### src/rtl/bounce_arb_pkg.sv
// Shared types and helpers for bouncing-pointer arbitration blocks.
// The pointer sweeps 0..N-1, reverses, sweeps back to 0, and repeats.
package bounce_arb_pkg;

   typedef enum logic {
      IDLE = 1'b0,
      BUSY = 1'b1
   } state_e;

   localparam logic DIR_UP = 1'b0;
   localparam logic DIR_DN = 1'b1;

   localparam int PW = 16;

   typedef struct packed {
      logic [PW-1:0] pos;
      logic          dir;
   } bpos_t;

   // One bounce step; reverses at either end of the 0..n-1 range.
   function automatic bpos_t bounce_next(bpos_t c, int unsigned n);
      bpos_t r;
      if (c.dir == DIR_UP) begin
         if (c.pos == PW'(n - 1)) begin
            r.pos = PW'(n - 2);
            r.dir = DIR_DN;
         end else begin
            r.pos = c.pos + PW'(1);
            r.dir = DIR_UP;
         end
      end else begin
         if (c.pos == '0) begin
            r.pos = PW'(1);
            r.dir = DIR_UP;
         end else begin
            r.pos = c.pos - PW'(1);
            r.dir = DIR_DN;
         end
      end
      return r;
   endfunction

endpackage

### src/rtl/bounce_rr_arbiter_search.sv
// Combinational winner search over 2N-2 positions in bounce order.
// Reports the first requesting index and the direction it was visited in.
module bounce_search
   import bounce_arb_pkg::*;
#(
   parameter  int N  = 8,
   localparam int IW = $clog2(N)
) (
   input  logic [N-1:0]  req_i,
   input  logic [N-1:0]  ptr_i,
   input  logic          dir_i,
   output logic          hit_o,
   output logic [IW-1:0] wp_o,
   output logic          wd_o
);

   bpos_t cur;

   // Walk from (ptr,dir) and latch the first requester seen.
   always_comb begin
      cur   = '0;
      hit_o = 1'b0;
      wp_o  = '0;
      wd_o  = DIR_UP;
      for (int i = 0; i < N; i++) begin
         if (ptr_i[i]) cur.pos = PW'(i);
      end
      cur.dir = dir_i;
      for (int s = 0; s < 2*N-2; s++) begin
         if (!hit_o && req_i[cur.pos[IW-1:0]]) begin
            hit_o = 1'b1;
            wp_o  = cur.pos[IW-1:0];
            wd_o  = cur.dir;
         end
         cur = bounce_next(cur, N);
      end
   end

endmodule

### src/rtl/bounce_rr_arbiter.sv
// Bouncing-priority arbiter: grant held until done, request drop or
// watchdog expiry; one idle bubble between consecutive grants.
module bounce_rr_arbiter
   import bounce_arb_pkg::*;
#(
   parameter int N       = 8,
   parameter int TIMEOUT = 255,
   parameter int TW      = 8
) (
   input  logic         clk,
   input  logic         reset,
   input  logic [N-1:0] req,
   input  logic         done,
   output logic [N-1:0] grant,
   output logic         grant_valid,
   output logic [N-1:0] ptr,
   output logic         dir,
   output logic         timeout
);

   localparam int IW = $clog2(N);
   localparam logic WD_EN = (TIMEOUT != 0);
   localparam logic [TW-1:0] HOLD_LAST =
      (TIMEOUT == 0) ? '0 : TW'(TIMEOUT - 1);
   localparam logic [TW-1:0] HOLD_MAX = '1;

   state_e        state_q;
   logic [N-1:0]  grant_q;
   logic [N-1:0]  ptr_q;
   logic          dir_q;
   logic          timeout_q;
   logic [TW-1:0] hold_q;
   logic [IW-1:0] wp_q;
   logic          wd_q;

   logic          hit;
   logic [IW-1:0] wp;
   logic          wd;

   logic          rel_done;
   logic          rel_drop;
   logic          rel_wdog;
   logic          release_d;
   bpos_t         win_d;
   bpos_t         nxt_d;
   logic [N-1:0]  ptr_d;

   bounce_search #(.N(N)) u_search (
      .req_i (req),
      .ptr_i (ptr_q),
      .dir_i (dir_q),
      .hit_o (hit),
      .wp_o  (wp),
      .wd_o  (wd)
   );

   // Release causes and the pointer position one step past the holder.
   always_comb begin
      rel_done  = done;
      rel_drop  = !req[wp_q];
      rel_wdog  = WD_EN && (hold_q == HOLD_LAST);
      release_d = rel_done | rel_drop | rel_wdog;
      win_d.pos = PW'(wp_q);
      win_d.dir = wd_q;
      nxt_d     = bounce_next(win_d, N);
      ptr_d     = '0;
      for (int i = 0; i < N; i++) begin
         ptr_d[i] = (nxt_d.pos == PW'(i));
      end
   end

   // Grant FSM with hold counter and registered outputs.
   always_ff @(posedge clk) begin
      if (reset) begin
         state_q   <= IDLE;
         grant_q   <= '0;
         ptr_q     <= N'(1);
         dir_q     <= DIR_UP;
         timeout_q <= 1'b0;
         hold_q    <= '0;
         wp_q      <= '0;
         wd_q      <= DIR_UP;
      end else begin
         timeout_q <= 1'b0;
         unique case (state_q)
            IDLE: begin
               if (hit) begin
                  grant_q <= N'(1) << wp;
                  wp_q    <= wp;
                  wd_q    <= wd;
                  hold_q  <= '0;
                  state_q <= BUSY;
               end
            end
            BUSY: begin
               if (release_d) begin
                  grant_q   <= '0;
                  ptr_q     <= ptr_d;
                  dir_q     <= nxt_d.dir;
                  timeout_q <= rel_wdog && !rel_done && !rel_drop;
                  state_q   <= IDLE;
               end else if (hold_q != HOLD_MAX) begin
                  hold_q <= hold_q + TW'(1);
               end
            end
         endcase
      end
   end

   assign grant       = grant_q;
   assign grant_valid = |grant_q;
   assign ptr         = ptr_q;
   assign dir         = dir_q;
   assign timeout     = timeout_q;

endmodule

### config.mk
export PLATFORM = sky130hd
export DESIGN_NAME = bounce_rr_arbiter
export DESIGN_NICKNAME = d
export VERILOG_FILES = /design/src/rtl/bounce_arb_pkg.sv /design/src/rtl/bounce_rr_arbiter_search.sv /design/src/rtl/bounce_rr_arbiter.sv
export SDC_FILE = /design/constraint.sdc
export NUM_CORES = 1
export LEC_CHECK = 0
export ABC_AREA = 1
export CORE_MARGIN = 4
export CORE_UTILIZATION = 55
export CTS_CLUSTER_SIZE = 30
export DETAILED_ROUTE_END_ITERATION = 8
export PLACE_DENSITY = 0.73
export SYNTH_ARGS = -nofsm -noshare
export SYNTH_HDL_FRONTEND = slang
export SYNTH_SLANG_ARGS = --single-unit
export TNS_END_PERCENT = 10
### constraint.sdc
create_clock -name clk -period 38.7 [get_ports clk]
set_clock_uncertainty 0.1 [all_clocks]
set_input_delay 5.805 -clock clk [delete_from_list [all_inputs] [get_ports clk]]
set_output_delay 5.805 -clock clk [all_outputs]
set_load 0.02 [all_outputs]
==> flow_summary_export.csv, run 1 <==
group,metric,value,unit
sta,relSlewSlack,46.1,%
clock_network,clockRootBuffer,"clkbuf_16",
synthesis,synth_top_area_share,21.8,%
placement,place_congestion,0.943,
synthesis,ys_warn_count,0,
synthesis,syn_avg_cell_area,5.52,um2
setup_path,end_kind,"flop",
clock_network,numCtsBuffers,5,
placement,io_buffers,29,
synthesis,synth_fp_nets,1676,
clock_network,post_cts_buffers,0,
clock_network,cts_tree,"yes",
floorplanning,num_rows,46,
grt,grt-ovfl-total,0,
sta,final.min_clock_period,15680,ps
setup_path,ff2ff_setup_slack,23020,ps
clock_network,clkTransAtPathRegs,50,ps
clock_network,htree_levels,2,
synthesis,netlist_top_cells_area,"nand2_1, nand3_1, dfxtp_1",
floorplanning,pin_count,30,
synthesis,synth_ff_type,"dfxtp_1",
grt,grt_max_degree,23,
floorplanning,die_h,136,um
setup_path,crit_slowest_cell,"nand2_1",
sta,fin_tns_setup,0,ps
synthesis,ys_ff_latch,31,
synthesis,yosysSeqAreaShare,6.91,%
route,drt_iter0_drc,874,
route,ant_nets,0,
route,drtPass1Iterations,7,
synthesis,yosysTopAreaCell,"nand2_1",
finish,seqCellArea,621,um2
floorplanning,core,0.0159,mm2
grt,antenna_found_initial,0,
min_path,hold_path_depth,2,
finish,nNetsFinal,1683,
setup_path,cp-start-kind,"flop",
synthesis,syn_area,0.00898,mm2
grt,grt_pass1_vias,9210,
finish,antenna_cells,0,
route,drt-total-wl,24.7,mm
setup_path,slowest_delay,410,ps
sta,rsz0062_at_grt,"no",
setup_path,path_max_fanout,14,
sta,hold_viol_final,0,
synthesis,synthArstFlopShare,0,%
outcome,outcome,"completed",
finish,drive_gt1_share,16.0,%
grt,grt_pass1_wl,42.0,mm
sta,fin_crit_sh,40.5,%
setup_path,arrival,15770,ps
synthesis,synthDistinctLibCells,57,
route,via_per_inst,5.63,
setup_path,reg2reg_depth,102,
placement,dp_hpwl,19.5,mm
synthesis,synth_edf_count,0,
grt,grt_usage,26.4,%
clock_network,cts.path.max_buffers,2,
setup_path,critPathMostFrequentCell,"nand2_1",
clock_network,cts_resized,0,
floorplanning,start_util,56.4,%
floorplanning,die_w,136,um
sta,worst_slew_pin_slew,806,ps
clock_network,clock_sinks,31,
sta,setup_viol,0,
route,vias,10400,
finish,multiInputGateArea,0.00746,mm2
finish,area_delta_synth_final,5.74,%
route,drc_errors,0,
sta,maxSlewViolCount,0,
route,routedWlPerCell,13.4,um
run,drv_cap,0,
sta,max_freq,63.8,MHz
floorplanning,dieArea,0.0184,mm2
finish,n_fill_cell,1606,
clock_network,hold_buffers,0,
min_path,hold_class,"flop to flop",
clock_network,clk_latency,270,ps
setup_path,crit_type,"flop to flop",
synthesis,postSynthCellCount,1627,
setup_path,crit_required,38790,ps
-- path summary, 6_finish.rpt --
kind | from | endpoint
hold reg to reg | hold_q[3]$_SDFFE_PP0P_ | hold_q[3]$_SDFFE_PP0P_
hold / removal | hold_q[3]$_SDFFE_PP0P_ | hold_q[3]$_SDFFE_PP0P_
setup / recovery | ptr[2]$_SDFFE_PP0P_ | grant[5]$_SDFFE_PP0P_
setup reg to reg | ptr[2]$_SDFFE_PP0P_ | grant[5]$_SDFFE_PP0P_
-- flip-flops by register name (all words and copies together), names as in the netlist --
signal	count
ptr	8
grant	8
wp_q	3
state_q	1
dir	1
timeout	1
wd_q	1
hold_q	8
-- worst max-delay path: cells and delay by family (launching register included) --
| family | cells | cell delay, ps |
|---|---|---|
| AND/OR/NAND/NOR | 71 | 9970 |
| adder cells (fa/ha/maj) | 13 | 3020 |
| buffers and inverters | 15 | 1470 |
| AO/OA/AOI/OAI | 3 | 670 |
| flip-flops | 1 | 340 |
-- cells in the final DEF, fill, tap and decap left out, types with 3 or more instances in the layout --
| cell type | Yosys | routed |
|---|---|---|
| a21oi_2 | 7 | 7 |
| o21ai_2 | 5 | 5 |
| dfxtp_1 | 31 | 31 |
| clkdlybuf4s50_1 | 0 | 29 |
| clkinv_2 | 2 | 3 |
| a21oi_1 | 67 | 67 |
| nand4_2 | 3 | 3 |
| nor2_2 | 35 | 35 |
| inv_2 | 54 | 54 |
| nor2_4 | 22 | 22 |
| inv_1 | 130 | 130 |
| ha_1 | 38 | 38 |
| nand3b_1 | 5 | 5 |
| xnor2_1 | 3 | 3 |
| clkinv_1 | 5 | 5 |
| nand4_1 | 28 | 28 |
| clkbuf_16 | 0 | 5 |
| a211oi_1 | 7 | 7 |
| o21ai_0 | 62 | 62 |
| nand3_1 | 174 | 174 |
| nand2_1 | 523 | 523 |
| o211ai_1 | 26 | 26 |
| o22ai_1 | 7 | 7 |
| nand3_4 | 9 | 9 |
| o221ai_1 | 7 | 7 |
| nor4_1 | 7 | 7 |
| nor3_1 | 4 | 4 |
| a221oi_1 | 4 | 4 |
| nand3_2 | 29 | 29 |
| nor2_1 | 146 | 146 |
| nor3_2 | 3 | 3 |
| o31ai_1 | 3 | 3 |
| nand2_2 | 60 | 60 |
| a31oi_1 | 9 | 9 |
| o21ai_1 | 27 | 27 |
| xor2_1 | 19 | 19 |
| nand2_4 | 17 | 17 |
-- cells by family (layout without fill, tap and decap cells) --
group           count (synthesis)  in the layout  synth area share [%]
simple gates                 1073           1073                  59.1
fa+ha+maj                      38             38                  5.29
flops                          31             31                  6.91
xor+xnor                       22             22                  2.14
buf+inv                       220            228                  10.0
mux                             2              2                 0.251
compound gates                241            241                  16.2
-- layout make-up --
cell class                 count  area share, %
multi-input combinational   1376           78.5
inverter                     191           7.57
sequential                    31           6.53
timing repair buffer          29           3.06
tap                          216           2.84
clock buffer                   7           1.40
clock inverter                 1         0.0527
-- synthesized netlist by cell type (19+ instances only) --
cell type    n
nand2_1    523
nand3_1    174
nor2_1     146
inv_1      130
a21oi_1     67
o21ai_0     62
nand2_2     60
inv_2       54
ha_1        38
nor2_2      35
dfxtp_1     31
nand3_2     29
nand4_1     28
o21ai_1     27
o211ai_1    26
nor2_4      22
xor2_1      19
-- stage by stage --
stage               std cells  utilization, %  instance area [um2]  setup slack [ps]  hold WS [ps]
floorplan                1627               -                 8980             25150           337
CTS                      1851            59.6                 9500             23120           368
finish                   1851            59.6                 9500             23020           371
global placement         1843            58.7                 9360             23530           355
detailed placement       1843            58.7                 9360             23220           361
global route             1851            59.6                 9500             21280           411
-- layer usage --
layer / vias to the layer above / routed length [um] / GRT usage [%]
li1: 5372 / - / -
met1: 4703 / 11300 / 36.9
met2: 319 / 11400 / 44.3
met3: 36 / 1600 / 2.04
met4: 0 / 407 / 5.88
met5: - / 0 / 0
Power of run 1 is not shown: default switching activity piles up to over one toggle a cycle in this logic, so the estimate is an artifact.
==> run 2: changes to the inputs <==
--- a/config.mk
+++ b/config.mk
@@ -10,7 +10,7 @@
 export CORE_UTILIZATION = 55
 export CTS_CLUSTER_SIZE = 30
 export DETAILED_ROUTE_END_ITERATION = 8
-export PLACE_DENSITY = 0.73
+export PLACE_DENSITY = 0.76
 export SYNTH_ARGS = -nofsm -noshare
 export SYNTH_HDL_FRONTEND = slang
 export SYNTH_SLANG_ARGS = --single-unit
==> constraint.sdc (replaced) <==
create_clock -name clk -period 13.54 [get_ports clk]
set_clock_uncertainty 0.1 [all_clocks]
set_input_delay 2.031 -clock clk [delete_from_list [all_inputs] [get_ports clk]]
set_output_delay 2.031 -clock clk [all_outputs]
set_load 0.02 [all_outputs]
==> flow_summary_export.csv, run 2 (synthesis gave the netlist of run 1 again) <==
group,metric,value,unit
finish,nNetsFinal,1777,
sta,worst_slew_pin_slew,828,ps
finish,most-common-layout-cells,"nand2_1, nand3_1, nor2_1, inv_1, buf_4",
finish,finalNonFillerCells,1944,
placement,io_buffers,29,
route,via_per_inst,5.69,
clock_network,numCtsBuffers,5,
clock_network,cts_tree,"yes",
setup_path,crit_slowest_cell,"dfxtp_1",
finish,final_common_cell,"nand2_1",
clock_network,clkTransAtPathRegs,50,ps
placement,dp_hpwl,20.0,mm
route,drt-total-wl,27.0,mm
finish,seqCellArea,622,um2
route,drc_errors,0,
setup_path,slowest_delay,390,ps
min_path,hold_class,"flop to flop",
route,drt_iter0_drc,903,
floorplanning,die_h,136,um
finish,antenna_cells,0,
floorplanning,dieArea,0.0184,mm2
sta,final.min_clock_period,12760,ps
setup_path,cp-start-kind,"flop",
run,drv_cap,0,
route,routedWlPerCell,13.9,um
sta,setup_viol,0,
setup_path,end_kind,"flop",
floorplanning,start_util,56.4,%
sta,hold_viol_final,0,
setup_path,crit_required,13620,ps
grt,grt_max_degree,23,
route,drtPass1Iterations,5,
sta,hold-worst-slack,371,ps
placement,place_congestion,0.943,
grt,grt_pass1_vias,9324,
clock_network,htree_levels,2,
setup_path,path_max_fanout,10,
sta,maxSlewViolCount,0,
sta,max_freq,78.4,MHz
floorplanning,core,0.0159,mm2
floorplanning,num_rows,46,
floorplanning,die_w,136,um
sta,relSlewSlack,44.7,%
clock_network,cts.path.max_buffers,2,
grt,grt_usage,26.8,%
route,vias,11100,
sta,fin_tns_setup,0,ps
clock_network,clk_latency,270,ps
finish,area_delta_synth_final,18.6,%
finish,n_fill_cell,1386,
finish,multiInputGateArea,0.00787,mm2
grt,antenna_found_initial,0,
setup_path,crit_type,"flop to flop",
clock_network,clock_sinks,31,
outcome,outcome,"completed",
setup_path,arrival,12840,ps
finish,drive_gt1_share,24.1,%
grt,grt_pass1_wl,42.5,mm
clock_network,clockRootBuffer,"clkbuf_16",
setup_path,critPathMostFrequentCell,"nand2_1",
sta,fin_crit_sh,94.3,%
grt,grt-ovfl-total,0,
route,ant_nets,0,
floorplanning,pin_count,30,
placement,place_inst,1875,
==> run 2: worst paths after layout <==
path	slack, ps	start	depth (start not counted)	endpoint
hold reg to reg	370	hold_q[3]$_SDFFE_PP0P_	2	hold_q[3]$_SDFFE_PP0P_
hold / removal	370	hold_q[3]$_SDFFE_PP0P_	2	hold_q[3]$_SDFFE_PP0P_
setup / recovery	780	ptr[4]$_SDFFE_PP0P_	100	grant[5]$_SDFFE_PP0P_
setup reg to reg	780	ptr[4]$_SDFFE_PP0P_	100	grant[5]$_SDFFE_PP0P_
==> run 2: repair_timing <==
action | in CTS | in global routing
resized for setup | 15 | 87
setup buffers | 2 | 60
setup endpoints to repair | 21 | 21
pin swaps | 4 | 44
hold buffers | 0 | 0
==> run 2: final cells by class <==
cell class,instances,share of cell area (%)
multi-input cells,1376,73.8
repair buffers,123,9.46
inverters,191,6.83
flip-flops and latches,31,5.84
well taps,216,2.54
clock buffers,6,1.21
clock inverters,1,0.282
==> run 2: through the flow <==
step           setup slack, ps  cell area, um2  utilization, %
4_1_cts                   6.68            9820            61.6
3_5_place_dp              -475            9600            60.2
5_1_grt                   -333           10700            66.8
2_1_floorplan              107            8990               -
6_report                   777           10700            66.8
3_3_place_gp             -36.6            9600            60.2
==> run 2: per-layer routing <==
metal	global-route usage, %	wire, um	up-vias
li1	-	-	5568
met1	38.1	12100	4971
met2	43.6	12200	453
met3	2.52	2060	60
met4	6.49	651	0
met5	0	0	-
==> run 2: worst max-delay path, delay by kind of cell (launching register included) <==
family | cells | cell delay (ps)
AOI/OAI and AO/OA | 4 | 580
buffers and inverters | 16 | 1340
DFF | 1 | 390
and+or+nand+nor | 67 | 7640
adders and majority gates | 13 | 2550
Power of run 2 is left out for the same reason.
==> run 3: changes to the inputs <==
--- a/config.mk
+++ b/config.mk
@@ -8,7 +8,6 @@
 export ABC_AREA = 1
 export CORE_MARGIN = 4
 export CORE_UTILIZATION = 55
-export CTS_CLUSTER_SIZE = 30
 export DETAILED_ROUTE_END_ITERATION = 8
 export PLACE_DENSITY = 0.76
 export SYNTH_ARGS = -nofsm -noshare
==> results of run 3 <==
Same layout as run 2: the final DEF is identical, and so are final timing and power.
Power of run 3 is left out for the same reason.
